`src/rtl/a2d_pkg.sv`:
```
// Shared A2D definitions: channel map and sample type.
// Used by the ADC model and the Segway A2D interface.
package a2d_pkg;

  typedef logic [11:0] a2d_data_t;

  localparam logic [2:0] LFT_CH  = 3'd0;
  localparam logic [2:0] RGHT_CH = 3'd4;
  localparam logic [2:0] BATT_CH = 3'd5;

  localparam a2d_data_t UNUSED_D = 12'h000;

  localparam logic [4:0] WORD_BITS = 5'd16;

endpackage

```
`src/rtl/spi_edge_sync.sv`:
```
// Two-flop synchronizer plus a third flop for edge detect.
// Edges are derived from synced values only.
module spi_edge_sync #(
  parameter logic PRESET = 1'b1
) (
  input  logic clk,
  input  logic rst_n,
  input  logic din,
  output logic sync,
  output logic rise,
  output logic fall
);

  logic ff1, ff2, ff3;

  // Sync chain; presets to the idle level of the line.
  always_ff @(posedge clk) begin
    if (!rst_n) begin
      ff1 <= PRESET;
      ff2 <= PRESET;
      ff3 <= PRESET;
    end else begin
      ff1 <= din;
      ff2 <= ff1;
      ff3 <= ff2;
    end
  end

  assign sync = ff2;
  assign rise = ff2 & ~ff3;
  assign fall = ~ff2 & ff3;

endmodule

```
`src/rtl/adc128s.sv`:
```
// ADC128S behavioural model with SPI slave port.
// Channel sent in word N is answered in word N+1.
module adc128s
  import a2d_pkg::*;
(
  input  logic      clk,
  input  logic      rst_n,
  input  logic      SS_n,
  input  logic      SCLK,
  input  logic      MOSI,
  output logic      MISO,
  input  a2d_data_t batt_set,
  input  a2d_data_t lft_cell_set,
  input  a2d_data_t rght_cell_set
);

  logic ss_sync, ss_rise, ss_fall;
  logic sclk_sync, sclk_rise, sclk_fall;
  logic mosi_sync, mosi_rise, mosi_fall;

  logic [2:0]  chnl_ptr;
  a2d_data_t   result;
  logic [15:0] tx_shft;
  logic [15:0] rx_shft;
  logic [4:0]  bit_cnt;
  logic [2:0]  cmd_ch;
  a2d_data_t   ch_val;

  spi_edge_sync #(.PRESET(1'b1)) u_ss (
    .clk  (clk),
    .rst_n(rst_n),
    .din  (SS_n),
    .sync (ss_sync),
    .rise (ss_rise),
    .fall (ss_fall)
  );

  spi_edge_sync #(.PRESET(1'b1)) u_sclk (
    .clk  (clk),
    .rst_n(rst_n),
    .din  (SCLK),
    .sync (sclk_sync),
    .rise (sclk_rise),
    .fall (sclk_fall)
  );

  spi_edge_sync #(.PRESET(1'b1)) u_mosi (
    .clk  (clk),
    .rst_n(rst_n),
    .din  (MOSI),
    .sync (mosi_sync),
    .rise (mosi_rise),
    .fall (mosi_fall)
  );

  assign cmd_ch = rx_shft[13:11];

  // Channel mux: pick the set value for the commanded channel.
  always_comb begin
    ch_val = UNUSED_D;
    unique case (1'b1)
      (cmd_ch == LFT_CH):  ch_val = lft_cell_set;
      (cmd_ch == RGHT_CH): ch_val = rght_cell_set;
      (cmd_ch == BATT_CH): ch_val = batt_set;
      default:             ch_val = UNUSED_D;
    endcase
  end

  // Shift engine; SS_n fall outranks a same-cycle SCLK edge.
  always_ff @(posedge clk) begin
    if (!rst_n) begin
      chnl_ptr <= 3'd0;
      result   <= 12'h000;
      tx_shft  <= 16'h0000;
      rx_shft  <= 16'h0000;
      bit_cnt  <= 5'd0;
    end else begin
      if (ss_fall) begin
        tx_shft <= {4'h0, result};
        bit_cnt <= 5'd0;
      end else if (!ss_sync) begin
        if (sclk_rise) begin
          rx_shft <= {rx_shft[14:0], mosi_sync};
          if (bit_cnt != WORD_BITS)
            bit_cnt <= bit_cnt + 5'd1;
        end
        if (sclk_fall && bit_cnt != 5'd0)
          tx_shft <= {tx_shft[14:0], 1'b0};
      end
      if (ss_rise && bit_cnt == WORD_BITS) begin
        chnl_ptr <= cmd_ch;
        result   <= ch_val;
      end
    end
  end

  assign MISO = ss_sync ? 1'b1 : tx_shft[15];

  logic unused_ok;
  assign unused_ok = ^{rx_shft[15:14], rx_shft[10:0],
                       mosi_rise, mosi_fall,
                       sclk_sync, chnl_ptr};

endmodule

```
`config.mk`:
```
export PLATFORM = sky130hd
export DESIGN_NAME = adc128s
export DESIGN_NICKNAME = d
export VERILOG_FILES = /design/src/rtl/a2d_pkg.sv /design/src/rtl/spi_edge_sync.sv /design/src/rtl/adc128s.sv
export SDC_FILE = /design/constraint.sdc
export NUM_CORES = 1
export LEC_CHECK = 0
export BUFFER_PORTS_ARGS = -buffer_cell sky130_fd_sc_hd__buf_2
export CAP_MARGIN = 10
export CORE_MARGIN = 1.5
export CORE_UTILIZATION = 48
export CTS_BUF_LIST = sky130_fd_sc_hd__clkbuf_8
export DETAILED_ROUTE_END_ITERATION = 12
export GPL_ROUTABILITY_DRIVEN = 1
export PLACE_DENSITY = 0.83
export SYNTH_ARGS = -nofsm -noshare
export SYNTH_HDL_FRONTEND = slang
export SYNTH_SLANG_ARGS = --single-unit
```
`constraint.sdc`:
```
create_clock -name clk -period 1.6 [get_ports clk]
set_input_delay 0.48 -clock clk [delete_from_list [all_inputs] [get_ports clk]]
set_output_delay 0.48 -clock clk [all_outputs]
set_load 0.02 [all_outputs]
```
---- Yosys cells after proc, flatten, opt, wreduce, memory -nomap -nowiden ----
Index checks and enable logic that the tools add are counted.
word-level totals
  output and inout port bits .............. 1
  word-level logic and storage cells ...... 44
  input port bits ......................... 41
  flip-flop bits (word level) ............. 55
operators by class
  reduce and logical (&&, ||, !) cells .... 10
  $add $sub $neg .......................... 1
  bitwise operators ....................... 10
  equality and inequality tests ........... 5
  multiplexer cells ....................... 5
operators by type and width
  kind                                         count
  2-to-1 mux 12 bit                            3
  one-hot mux 12 bit (3 select lines)          1
  == test 3 bit, second input constant         2
  NOT 1 bit                                    6
  AND reduction 3 bit                          2
  adder 5 x 1 -> 5 bit, second input constant  1
  == test 5 bit, second input constant         1
  != test 5 bit, second input constant         1
  nonzero test 5 bit                           1
  bitwise AND 1 bit                            4
  AND reduction 2 bit                          2
  zero test 3 bit                              1
  logical AND 1 bit                            2
  != test 2 bit, second input constant         1
  nonzero test 2 bit                           1
  OR reduction 2 bit                           1
  2-to-1 mux 1 bit                             1

---- Logic depth before layout (Yosys ltp) ----
Gate-level depths: netlist of run 1.
  depth after elaboration ................. 6
  mapped depth ............................ 6
  depth with buffers taken out ............ 5

---- Hierarchy ----
Synthesis of run 1 repeated with hierarchy kept, for this count alone.
unflattened totals
  cell total of the unflattened synthesis .. 269
  area, all modules ....................... 2,438.6 um^2
by module, submodules not included
  module         area each (um^2)  cells each  times used
  adc128s        2,164.6           245         1
  spi_edge_sync  91.3              8           3

---- Worst setup path before layout of run 1 ----
Ideal clock, no wire load.
  kind .................................... input port to flip-flop
  from .................................... input port rst_n
  to ...................................... register tx_shft[10]
  setup time .............................. 0.129 ns
  required time ........................... 1.471 ns
  cell stages on the path ................. 5
  setup slack ............................. 0.081 ns
  arrival ................................. 1.390 ns
  cell sequence ........................... buf_2 inv_1 clkbuf_1 buf_2 a221oi_1
RTL lines
  what                    line           source
  start: declaration      adc128s.sv:7   input logic rst_n,
  end signal: assignment  adc128s.sv:79  tx_shft <= {4'h0, result};
  end signal: assignment  adc128s.sv:88  tx_shft <= {tx_shft[14:0], 1'b0};
  end: declaration        adc128s.sv:23  logic [15:0] tx_shft;
No word-level cell between the ends.

---- Worst setup path in the final report of run 1 ----
  from .................................... register u_ss.ff2 (netlist: u_ss.sync)
  to ...................................... output port MISO
between the ends
  longest elaborated chain between the ends .. 1
ends and longest elaborated chain
  what                      line                 source
  start: declaration        spi_edge_sync.sv:14  logic ff1, ff2, ff3;
  start signal: assignment  spi_edge_sync.sv:20  ff2 <= PRESET;
  start signal: assignment  spi_edge_sync.sv:24  ff2 <= ff1;
  2-to-1 mux 1 bit          adc128s.sv:97        assign MISO = ss_sync ? 1'b1 : tx_shft[15];
  end: declaration          adc128s.sv:11        output logic MISO,
No other way between the ends.

==> run summary, run 1 <==
Data required time at the worst endpoint: 1.12 ns
Final non-filler cell total: 379
Vias in the first global route: 2020
Final count of negative-setup-slack endpoints: 0
Worst hold path class: input port to register
DR pass1 iterations: 4
Clock insertion delay at the later pin of the skew report: 0.30 ns
Skew final: 0.00861 ns
Area taken by flip-flops and latches: 1100 um^2
Antenna diodes: 0
H-tree depth: 2
# hold bufs at CTS: 0
Number of antenna violations at the first check in global routing: 0
Area of the core: 5140 um^2
Fin crit share: 96.5%
Vias per std cell: 5.44
Most common cell after layout, fill and taps aside: dfxtp_1
Clock sink total: 55
Data arrival time of the worst path: 1.06 ns
Number of nets in the final layout: 351
Run status: finished clean
Proportion of synthesized flip-flops having asynchronous set or reset: 0%
Cell accounting for the most synthesized area: dfxtp_1
Placed cells: 370
Worst R2R Start: u_ss.sync$_SDFF_PN1_
Clock edge transition at the registers on the reported setup and hold paths: 0.08 ns
TritonCTS Buffers: 5
Maximum clock rate: 0.647 GHz
Area taken by multi-input logic gates: 1360 um^2
Hold Crit Depth: 2
Final hold violations: 0
Setup repair after global routing missed its margin: false
VDD IR-drop max: 532 uV
Final weighted congestion of routability-driven global placement: 0.799
Number of nets in the synthesized netlist: 299
Final routed wire length divided by cell count: 13.9 um
Max transition margin: 71.9%
Sequential area share after synthesis: 42.5%
Count of nets left with antenna violations after detail routing: 0
Length in cells of the worst reg-to-reg path: 5
Placed standard-cell area: 2950 um^2
Overall routed net length: 5280 um
Shortest clock period the worst path allows after layout: 1.54 ns
Element type at the critical path start: register
Via count: 2060
Starting density of the core: 50.4%
Buffer type at the clock tree root: clkbuf_8
Die Y-Extent: 76.4 um
Yosys top cell area share: 42.5%
Power per standard cell area: 759 nW/um^2
Internal reg-to-reg setup slack: 0.07 ns
Layout cells sized above 1: 32.4%
Clock Tree Buf Depth: 2
CP peak stage delay: 0.35 ns
Placement Setup Slack: 0.0607 ns
Transition at the pin with the smallest max-transition slack: 0.421 ns
Cell type of the slowest stage on the worst timing path: dfxtp_4
Flip-flop cell with the highest count after synthesis: dfxtp_1
Global-route total usage across every layer: 18.4%
Die outline area: 5840 um^2
Critical Path, Cell by Cell: or2_2, buf_2
Sort of element at the end of the critical path: output pin
Hold_sp: MOSI
Area delta synth->final: 18.5%
Number of buffers and inverters on the critical path: 1
Final number of max-transition violations: 0
Most frequent cells in the layout: dfxtp_1 (54), buf_2 (41), nand2_1 (30), mux2i_1 (27), buf_4 (23)
Count of yosys warnings during synthesis: 0
Cells after synthesis: 256
Chip width: 76.4 um
Global-route wire length before repair: 8940 um
Total overflow reported by the global router: 0
Leading cell types by total area after synthesis: dfxtp_1 (43%), mux2i_1 (10%), a221oi_2 (5.2%)
Final WS setup: 0.0554 ns
Leakage power: 0.00115 uW
Filler Cell Count: 463
Total of buffers placed on input and output ports: 41
Setup CP Type: register to output pin
Number of placed I/O pins: 42
Netlist Area Pre-Place: 2590 um^2
Maximum number of pins on one net before global-route repair: 24
Critical path peak fanout: 2
Core Rows: 26
Synth Area per Inst: 10.1 um^2
Setup_tns: 0 ns
TritonCTS clock tree: built
Post-route DRC: 0
HPWL after DPL: 3840 um
#FFs+latches synth: 55
Post-synth EDFFs: 0
Final Cell Area: 3070 um^2
Distinct cell type count of the synthesized netlist: 43
Starting DRC count in detailed routing: 95
Worst-case hold path end point: u_mosi.ff1$_SDFF_PN1_
Endpoint of the worst register-to-register path: tx_shft[11]$_SDFFE_PN0P_
Cell family contributing the most delay on the critical path: flip-flops
Max-cap viol count: 0
## layout make-up
| type | count | share of cell area (%) |
|---|---|---|
| multi-input combinational | 175 | 44.2 |
| sequential | 55 | 36.0 |
| timing repair buffer | 67 | 13.7 |
| tap | 70 | 2.85 |
| clock buffer | 5 | 2.24 |
| clock inverter | 3 | 0.530 |
| inverter | 4 | 0.489 |
## per-stage QoR
stage	util [%]	hold slack (ns)	power, uW
after detailed placement	57.4	0.398	1640
final	59.7	0.359	2330
after CTS	59.3	0.357	2340
after global placement	57.4	0.392	1630
after floorplan	-	0.386	1560
after global routing	59.7	0.351	2430
## registers in the layout, summed over array words and instances (netlist names)
signal	count
bit_cnt	5
result	12
rx_shft	14
tx_shft	16
u_mosi.ff1	1
u_mosi.sync	1
u_sclk.ff1	1
u_sclk.ff3	1
u_sclk.sync	1
u_ss.ff1	1
u_ss.ff3	1
u_ss.sync	1
## timing repair
| action | 4_1_cts | 5_1_grt |
|---|---|---|
| endpoints found under the setup margin | 1 | 23 |
| gates resized for setup | 2 | 5 |
| pin swaps | 0 | 2 |
| setup buffers | 1 | 0 |
## logic make-up (layout without fill, tap and decap cells)
family,count (synthesis),after routing,share of synthesized area (%)
and+or+nand+nor,83,83,19.5
AOI/OAI and AO/OA,63,63,20.9
DFF,55,55,42.5
muxes,27,27,10.4
buffers and inverters,26,79,5.70
adders and majority gates,2,2,0.966
## routing by layer
layer  wire length, um  vias up  global-route usage [%]
li1                  -     1040                       -
met1              2240      974                    22.1
met2              2830       41                    33.8
met3               183        5                    3.11
met4                26        0                    4.81
met5                 0        -                       0
## where the power goes
part           leakage, uW  total, uW  internal [uW]  switching (uW)
logic             0.000658        206            107            99.0
registers         0.000446       1400           1390            13.5
clock network    0.0000453        721            300             421
## cells in the mapped netlist, drive strengths merged (2+ instances only)
master and count:
a211oi 2, a21oi 19, a221oi 10, a32o 12
buf 19, clkbuf 3, dfxtp 55, ha 2
inv 4, mux2i 27, nand2 31, nand2b 10
nand3 10, nand4 2, nor2 10, nor2b 2
nor3b 3, nor4b 3, o21ai 5, o2bb2ai 12
or3 2, or4b 2
## worst max path at each step
| stage | startpoint | endpoint | depth (start not counted) |
|---|---|---|---|
| 2_1_floorplan | rst_n | tx_shft[10]$_SDFFE_PN0P_ | 5 |
| 3_3_place_gp | bit_cnt[0]$_SDFFE_PP0P_ | tx_shft[15]$_SDFFE_PP0P_ | 6 |
| 3_5_place_dp | bit_cnt[0]$_SDFFE_PP0P_ | tx_shft[13]$_SDFFE_PP0P_ | 6 |
| 4_1_cts | u_ss.sync$_SDFF_PN1_ | MISO | 2 |
| 5_1_grt | tx_shft[15]$_SDFFE_PP0P_ | MISO | 2 |
| 6_report | u_ss.sync$_SDFF_PN1_ | MISO | 2 |
Power figures use the tool's default switching activity.
==> inputs of run 2 (changes only) <==
--- a/config.mk
+++ b/config.mk
@@ -13,6 +13,7 @@
 export DETAILED_ROUTE_END_ITERATION = 12
 export GPL_ROUTABILITY_DRIVEN = 1
 export PLACE_DENSITY = 0.83
+export REMOVE_ABC_BUFFERS = 1
 export SYNTH_ARGS = -nofsm -noshare
 export SYNTH_HDL_FRONTEND = slang
 export SYNTH_SLANG_ARGS = --single-unit
==> run 2 against run 1 <==
  * Worst hold slack worse by 0.015 ns
  * Die area stayed put
  * Routed wire length rose by 12%
  * Setup slack improved by 0.015 ns
  * Combinational power increased by 9%
  * Register-to-register slack barely moved
  * Largest cell class unchanged
  * Largest power group unchanged
==> run summary, run 2 (synthesized netlist as in run 1, its figures left out) <==
Number of buffers and inverters on the critical path: 1 (unchanged)
Most frequent cells in the layout: dfxtp_1 (54), buf_2 (42), nand2_1 (30), mux2i_1 (27), a21oi_1 (19) (was dfxtp_1 (54), buf_2 (41), nand2_1 (30), mux2i_1 (27), buf_4 (23))
TritonCTS clock tree: built (unchanged)
Number of placed I/O pins: 42 (unchanged)
Worst hold path class: input port to register (unchanged)
# hold bufs at CTS: 0 (unchanged)
Filler Cell Count: 433 (was 463)
Total of buffers placed on input and output ports: 41 (unchanged)
TritonCTS Buffers: 5 (unchanged)
Number of flip-flops in the largest register: 16 (unchanged)
Placed standard-cell area: 2970 um^2 (was 2950 um^2)
Die Y-Extent: 76.4 um (unchanged)
Data arrival time of the worst path: 1.05 ns (was 1.06 ns)
Clock insertion delay at the later pin of the skew report: 0.32 ns (was 0.30 ns)
Buffer type at the clock tree root: clkbuf_8 (unchanged)
Element type at the critical path start: register (unchanged)
Antenna diodes: 0 (unchanged)
Maximum number of pins on one net before global-route repair: 21 (was 24)
Final count of negative-setup-slack endpoints: 0 (unchanged)
Leakage power: 0.00120 uW (was 0.00115 uW)
Final hold violations: 0 (unchanged)
DR pass1 iterations: 5 (was 4)
Global-route total usage across every layer: 20.2% (was 18.4%)
Utilization after layout: 62.0% (was 59.7%)
Vias per std cell: 5.71 (was 5.44)
Final Cell Area: 3190 um^2 (was 3070 um^2)
Max transition margin: 64.0% (was 71.9%)
Shortest clock period the worst path allows after layout: 1.53 ns (was 1.54 ns)
Power per standard cell area: 775 nW/um^2 (was 759 nW/um^2)
Overall routed net length: 5920 um (was 5280 um)
Clock Tree Buf Depth: 2 (unchanged)
Post-route DRC: 0 (unchanged)
Placed cells: 367 (was 370)
Final non-filler cell total: 383 (was 379)
Die outline area: 5840 um^2 (unchanged)
Critical path peak fanout: 3 (was 2)
Setup CP Type: register to output pin (unchanged)
Cell family contributing the most delay on the critical path: flip-flops (unchanged)
H-tree depth: 2 (unchanged)
Area of the core: 5140 um^2 (unchanged)
Total overflow reported by the global router: 0 (unchanged)
Sort of element at the end of the critical path: output pin (unchanged)
Cell type of the slowest stage on the worst timing path: dfxtp_4 (unchanged)
Max-cap viol count: 0 (unchanged)
Chip width: 76.4 um (unchanged)
Maximum clock rate: 0.654 GHz (was 0.647 GHz)
Layout cells sized above 1: 34.2% (was 32.4%)
Number of nets in the final layout: 355 (was 351)
Count of nets left with antenna violations after detail routing: 0 (unchanged)
Final number of max-transition violations: 0 (unchanged)
Starting density of the core: 50.4% (unchanged)
Core Rows: 26 (unchanged)
Largest Register: tx_shft (unchanged)
VDD IR-drop max: 681 uV (was 532 uV)
Biggest registers after layout: tx_shft x16, rx_shft x14, result x12 (unchanged)
Vias in the first global route: 2072 (was 2020)
HPWL after DPL: 4040 um (was 3840 um)
Run status: finished clean (unchanged)
Transition at the pin with the smallest max-transition slack: 0.540 ns (was 0.421 ns)
Critical Path, Cell by Cell: or2_4, buf_6 (was or2_2, buf_2)
Clock sink total: 55 (unchanged)
Final routed wire length divided by cell count: 15.5 um (was 13.9 um)
Skew final: 0.00834 ns (was 0.00861 ns)
Via count: 2186 (was 2060)
Final weighted congestion of routability-driven global placement: 0.855 (was 0.799)
Starting DRC count in detailed routing: 226 (was 95)
Clock edge transition at the registers on the reported setup and hold paths: 0.10 ns (was 0.08 ns)
CP peak stage delay: 0.37 ns (was 0.35 ns)
Number of antenna violations at the first check in global routing: 0 (unchanged)
Area delta synth->final: 23.1% (was 18.5%)
Global-route wire length before repair: 9570 um (was 8940 um)
Fin crit share: 95.6% (was 96.5%)
Most common cell after layout, fill and taps aside: dfxtp_1 (unchanged)
Data required time at the worst endpoint: 1.12 ns (about the same)
run 2: cell types whose count changed in the layout (fill, tap and decap cells not counted), sizes merged:
cell	change
buf	+3
clkbuf	+1
clkinv	-1
clkinvlp	-1
inv	+1
nand2	+1
run 2: area by class of cell:
type | instances | area, um^2 | share of cell area (%)
multi-input combinational | 176 | 1380 | 43.2
sequential | 55 | 1100 | 34.7
timing repair buffer | 70 | 502 | 15.7
tap | 70 | 87.6 | 2.75
clock buffer | 6 | 82.6 | 2.59
clock inverter | 2 | 17.5 | 0.550
inverter | 4 | 15.0 | 0.471
run 2: layer usage:
metal / wire (um) / up-vias / global-route usage (%) / share of wire (%)
li1: - / 1063 / - / -
met1: 2590 / 1045 / 25.6 / 44
met2: 2940 / 68 / 34.6 / 50
met3: 289 / 10 / 2.99 / 4.9
met4: 99 / 0 / 7.78 / 1.7
met5: 0 / - / 0 / 0
run 2: per-stage QoR:
step / hold slack (ns) / worst slack, ns / setup TNS (ns) / total power, uW
after floorplan: 0.386 / -0.447 / -5.85 / 1540
after global placement: 0.393 / -0.0614 / -0.635 / 1640
after detailed placement: 0.396 / -0.0999 / -1.03 / 1650
after CTS: 0.344 / -0.0178 / -0.0178 / 2470
after global routing: 0.340 / -0.000994 / -0.000994 / 2550
final: 0.344 / 0.0706 / 0 / 2470
run 2: report_power, final:
part / leakage, uW / internal [uW] / total [uW] / switching, uW
logic: 0.000704 / 117 / 224 / 107
clock network: 0.0000522 / 363 / 842 / 479
registers: 0.000446 / 1390 / 1400 / 14.1
total: 0.00120 / 1870 / 2470 / 600
run 2: worst paths after layout:
kind                            startpoint                      end  slack [ns]  cells after the start
setup / recovery      u_ss.sync$_SDFF_PN1_                     MISO        0.07                      2
hold / removal                        SS_n      u_ss.ff1$_SDFF_PN1_        0.34                      2
setup reg to reg  rx_shft[13]$_SDFFE_PN0P_  result[11]$_SDFFE_PN0P_        0.07                      4
hold reg to reg      u_sclk.ff1$_SDFF_PN1_   u_sclk.sync$_SDFF_PN1_        0.42                      1
run 2: repair_timing:
action / in CTS / in global routing
cloned: 0 / 3
pin swaps: 0 / 5
setup buffers: 5 / 1
setup endpoints to repair: 13 / 41
gates resized for setup: 8 / 7
hold endpoints to repair: 0 / 0
==> inputs of run 3 (changes only) <==
--- a/config.mk
+++ b/config.mk
@@ -13,6 +13,7 @@
 export DETAILED_ROUTE_END_ITERATION = 12
 export GPL_ROUTABILITY_DRIVEN = 1
 export PLACE_DENSITY = 0.83
+export RECOVER_POWER = 25
 export REMOVE_ABC_BUFFERS = 1
 export SYNTH_ARGS = -nofsm -noshare
 export SYNTH_HDL_FRONTEND = slang
==> run 3 against run 2 <==
  * Clock power is essentially flat
  * Sequential share of layout area grew 0.18 points
  * First-iteration DRC count shrank 9.7%
  * Final cell count unchanged
  * Non-clock buffer count unchanged
  * Design area decreased by 0.51%
  * Critical endpoint unchanged
==> run summary, run 3 (synthesized netlist as in run 1, its figures left out) <==
Element type at the critical path start: register (unchanged)
Biggest registers after layout: tx_shft x16, rx_shft x14, result x12 (unchanged)
Cell type of the slowest stage on the worst timing path: dfxtp_4 (unchanged)
Starting DRC count in detailed routing: 204 (was 226)
Via count: 2178 (was 2186)
Skew final: 0.00935 ns (was 0.00834 ns)
Internal reg-to-reg setup slack: 0.07 ns (about the same)
Clock insertion delay at the later pin of the skew report: 0.32 ns (about the same)
CP peak stage delay: 0.37 ns (about the same)
Largest Register: tx_shft (unchanged)
Placed standard-cell area: 2970 um^2 (unchanged)
Max transition margin: 54.5% (was 64.0%)
Final weighted congestion of routability-driven global placement: 0.855 (unchanged)
Most frequent cells in the layout: dfxtp_1 (54), buf_2 (41), nand2_1 (30), mux2i_1 (27), a21oi_1 (19) (was dfxtp_1 (54), buf_2 (42), nand2_1 (30), mux2i_1 (27), a21oi_1 (19))
Endpoint of the worst register-to-register path: result[11]$_SDFFE_PN0P_ (unchanged)
Worst hold path class: input port to register (unchanged)
Final number of max-transition violations: 0 (unchanged)
# hold bufs at CTS: 0 (unchanged)
Switching Share: 24.3% (about the same)
Overall routed net length: 5920 um (about the same)
Vias in the first global route: 2072 (unchanged)
DR pass1 iterations: 4 (was 5)
Global-route total usage across every layer: 20.2% (unchanged)
Critical Path, Cell by Cell: or2_4, buf_6 (unchanged)
Total of buffers placed on input and output ports: 41 (unchanged)
Power per standard cell area: 778 nW/um^2 (was 775 nW/um^2)
Sequential share of power: 56.9% (was 56.8%)
TritonCTS clock tree: built (unchanged)
Shortest clock period the worst path allows after layout: 1.53 ns (about the same)
Number of antenna violations at the first check in global routing: 0 (unchanged)
Most common cell after layout, fill and taps aside: dfxtp_1 (unchanged)
H-tree depth: 2 (unchanged)
Final count of negative-setup-slack endpoints: 0 (unchanged)
Clock sink total: 55 (unchanged)
Area of the core: 5140 um^2 (unchanged)
Hold_sp: SS_n (unchanged)
Count of nets left with antenna violations after detail routing: 0 (unchanged)
Vias per std cell: 5.69 (was 5.71)
TritonCTS Buffers: 5 (unchanged)
Global-route wire length before repair: 9570 um (unchanged)
Hold Crit Depth: 2 (unchanged)
Worst R2R Start: rx_shft[13]$_SDFFE_PN0P_ (unchanged)
Die outline area: 5840 um^2 (unchanged)
Final hold violations: 0 (unchanged)
Buffer type at the clock tree root: clkbuf_8 (unchanged)
HPWL after DPL: 4040 um (unchanged)
Layout cells sized above 1: 32.6% (was 34.2%)
Placed cells: 367 (unchanged)
Die Y-Extent: 76.4 um (unchanged)
Utilization after layout: 61.7% (was 62.0%)
Max-cap viol count: 0 (unchanged)
Post-route DRC: 0 (unchanged)
Number of placed I/O pins: 42 (unchanged)
Combinational fraction of design power: 9.0% (was 9.1%)
Final non-filler cell total: 383 (unchanged)
Number of flip-flops in the largest register: 16 (unchanged)
Sort of element at the end of the critical path: output pin (unchanged)
Chip width: 76.4 um (unchanged)
Data required time at the worst endpoint: 1.12 ns (about the same)
Leakage power: 0.00119 uW (was 0.00120 uW)
Transition at the pin with the smallest max-transition slack: 0.682 ns (was 0.540 ns)
Critical path peak fanout: 3 (unchanged)
Maximum number of pins on one net before global-route repair: 21 (unchanged)
Clock edge transition at the registers on the reported setup and hold paths: 0.10 ns (about the same)
Antenna diodes: 0 (unchanged)
VDD IR-drop max: 682 uV (was 681 uV)
Total overflow reported by the global router: 0 (unchanged)
Power spent charging and discharging nets: 600 uW (about the same)
Clock Tree Buf Depth: 2 (unchanged)
Run status: finished clean (unchanged)
Worst-case hold path end point: u_ss.ff1$_SDFF_PN1_ (unchanged)
Data arrival time of the worst path: 1.05 ns (about the same)
Starting density of the core: 50.4% (unchanged)
Final routed wire length divided by cell count: 15.4 um (was 15.5 um)
Length in cells of the worst reg-to-reg path: 4 (unchanged)
Final WS setup: 0.0709 ns (was 0.0706 ns)
Fin crit share: 95.6% (about the same)
Area delta synth->final: 22.5% (was 23.1%)
Int Power: 1870 uW (about the same)
Maximum clock rate: 0.654 GHz (about the same)
Core Rows: 26 (unchanged)
Final Cell Area: 3170 um^2 (was 3190 um^2)
Clock share of power: 34.2% (was 34.1%)
Setup CP Type: register to output pin (unchanged)
Placement Setup Slack: -0.0999 ns (unchanged)
Number of nets in the final layout: 355 (unchanged)
## run 3: how the worst max path moves through the flow
stage / slack [ns] / endpoint / start
floorplan: -0.45 / tx_shft[1]$_SDFFE_PN0P_ / u_ss.sync$_SDFF_PN1_
global placement: -0.06 / result[8]$_SDFFE_PN0P_ / bit_cnt[0]$_SDFFE_PP0P_
detailed placement: -0.1 / result[4]$_SDFFE_PN0P_ / bit_cnt[0]$_SDFFE_PP0P_
CTS: -0.02 / MISO / u_ss.sync$_SDFF_PN1_
global route: -0.001 / tx_shft[15]$_SDFFE_PP0P_ / bit_cnt[0]$_SDFFE_PP0P_
finish: 0.07 / MISO / u_ss.sync$_SDFF_PN1_
## run 3: what timing repair did
action | 4_1_cts | 5_1_grt
endpoints found under the hold margin | 0 | 0
cloned | 0 | 3
setup endpoints to repair | 13 | 41
gates resized for setup | 8 | 7
setup buffers | 5 | 1
pin swaps | 0 | 5
## run 3: layer usage
| layer | vias to the layer above | wire length (um) | GRT usage (%) |
|---|---|---|---|
| met1 | 1044 | 2500 | 25.6 |
| met3 | 10 | 339 | 2.99 |
| met4 | 0 | 99 | 7.78 |
| met5 | - | 0 | 0 |
| met2 | 64 | 2980 | 34.6 |
| li1 | 1060 | - | - |
## run 3: power by group through the flow
stage / clock network, uW / logic, uW / registers [uW]
6_report: 843 / 221 / 1400
5_1_grt: 896 / 241 / 1410
4_1_cts: 846 / 225 / 1400
3_5_place_dp: 0 / 211 / 1440
3_3_place_gp: 0 / 205 / 1440
2_1_floorplan: 0 / 103 / 1430
## run 3: through the flow
| stage | setup TNS (ns) | total power (uW) | hold slack [ns] |
|---|---|---|---|
| CTS | -0.0178 | 2470 | 0.344 |
| finish | 0 | 2470 | 0.343 |
| detailed placement | -1.03 | 1650 | 0.396 |
| global route | -0.00100 | 2540 | 0.340 |
| global placement | -0.635 | 1640 | 0.393 |
| floorplan | -5.85 | 1540 | 0.386 |
## run 3: layout make-up
type | instances | area, um^2
Sequential cell | 55 | 1100
Fill cell | 439 | 1970
Multi-Input combinational cell | 176 | 1370
Timing Repair Buffer | 70 | 489
Tap cell | 70 | 87.6
Clock inverter | 2 | 17.5
Clock buffer | 6 | 82.6
Inverter | 4 | 15.0
## run 3: critical path: cells and delay by family (launching register included)
kind | cells | cell delay [ns]
buffers and inverters | 1 | 0.13
flip-flops | 1 | 0.37
AND/OR/NAND/NOR | 1 | 0.24
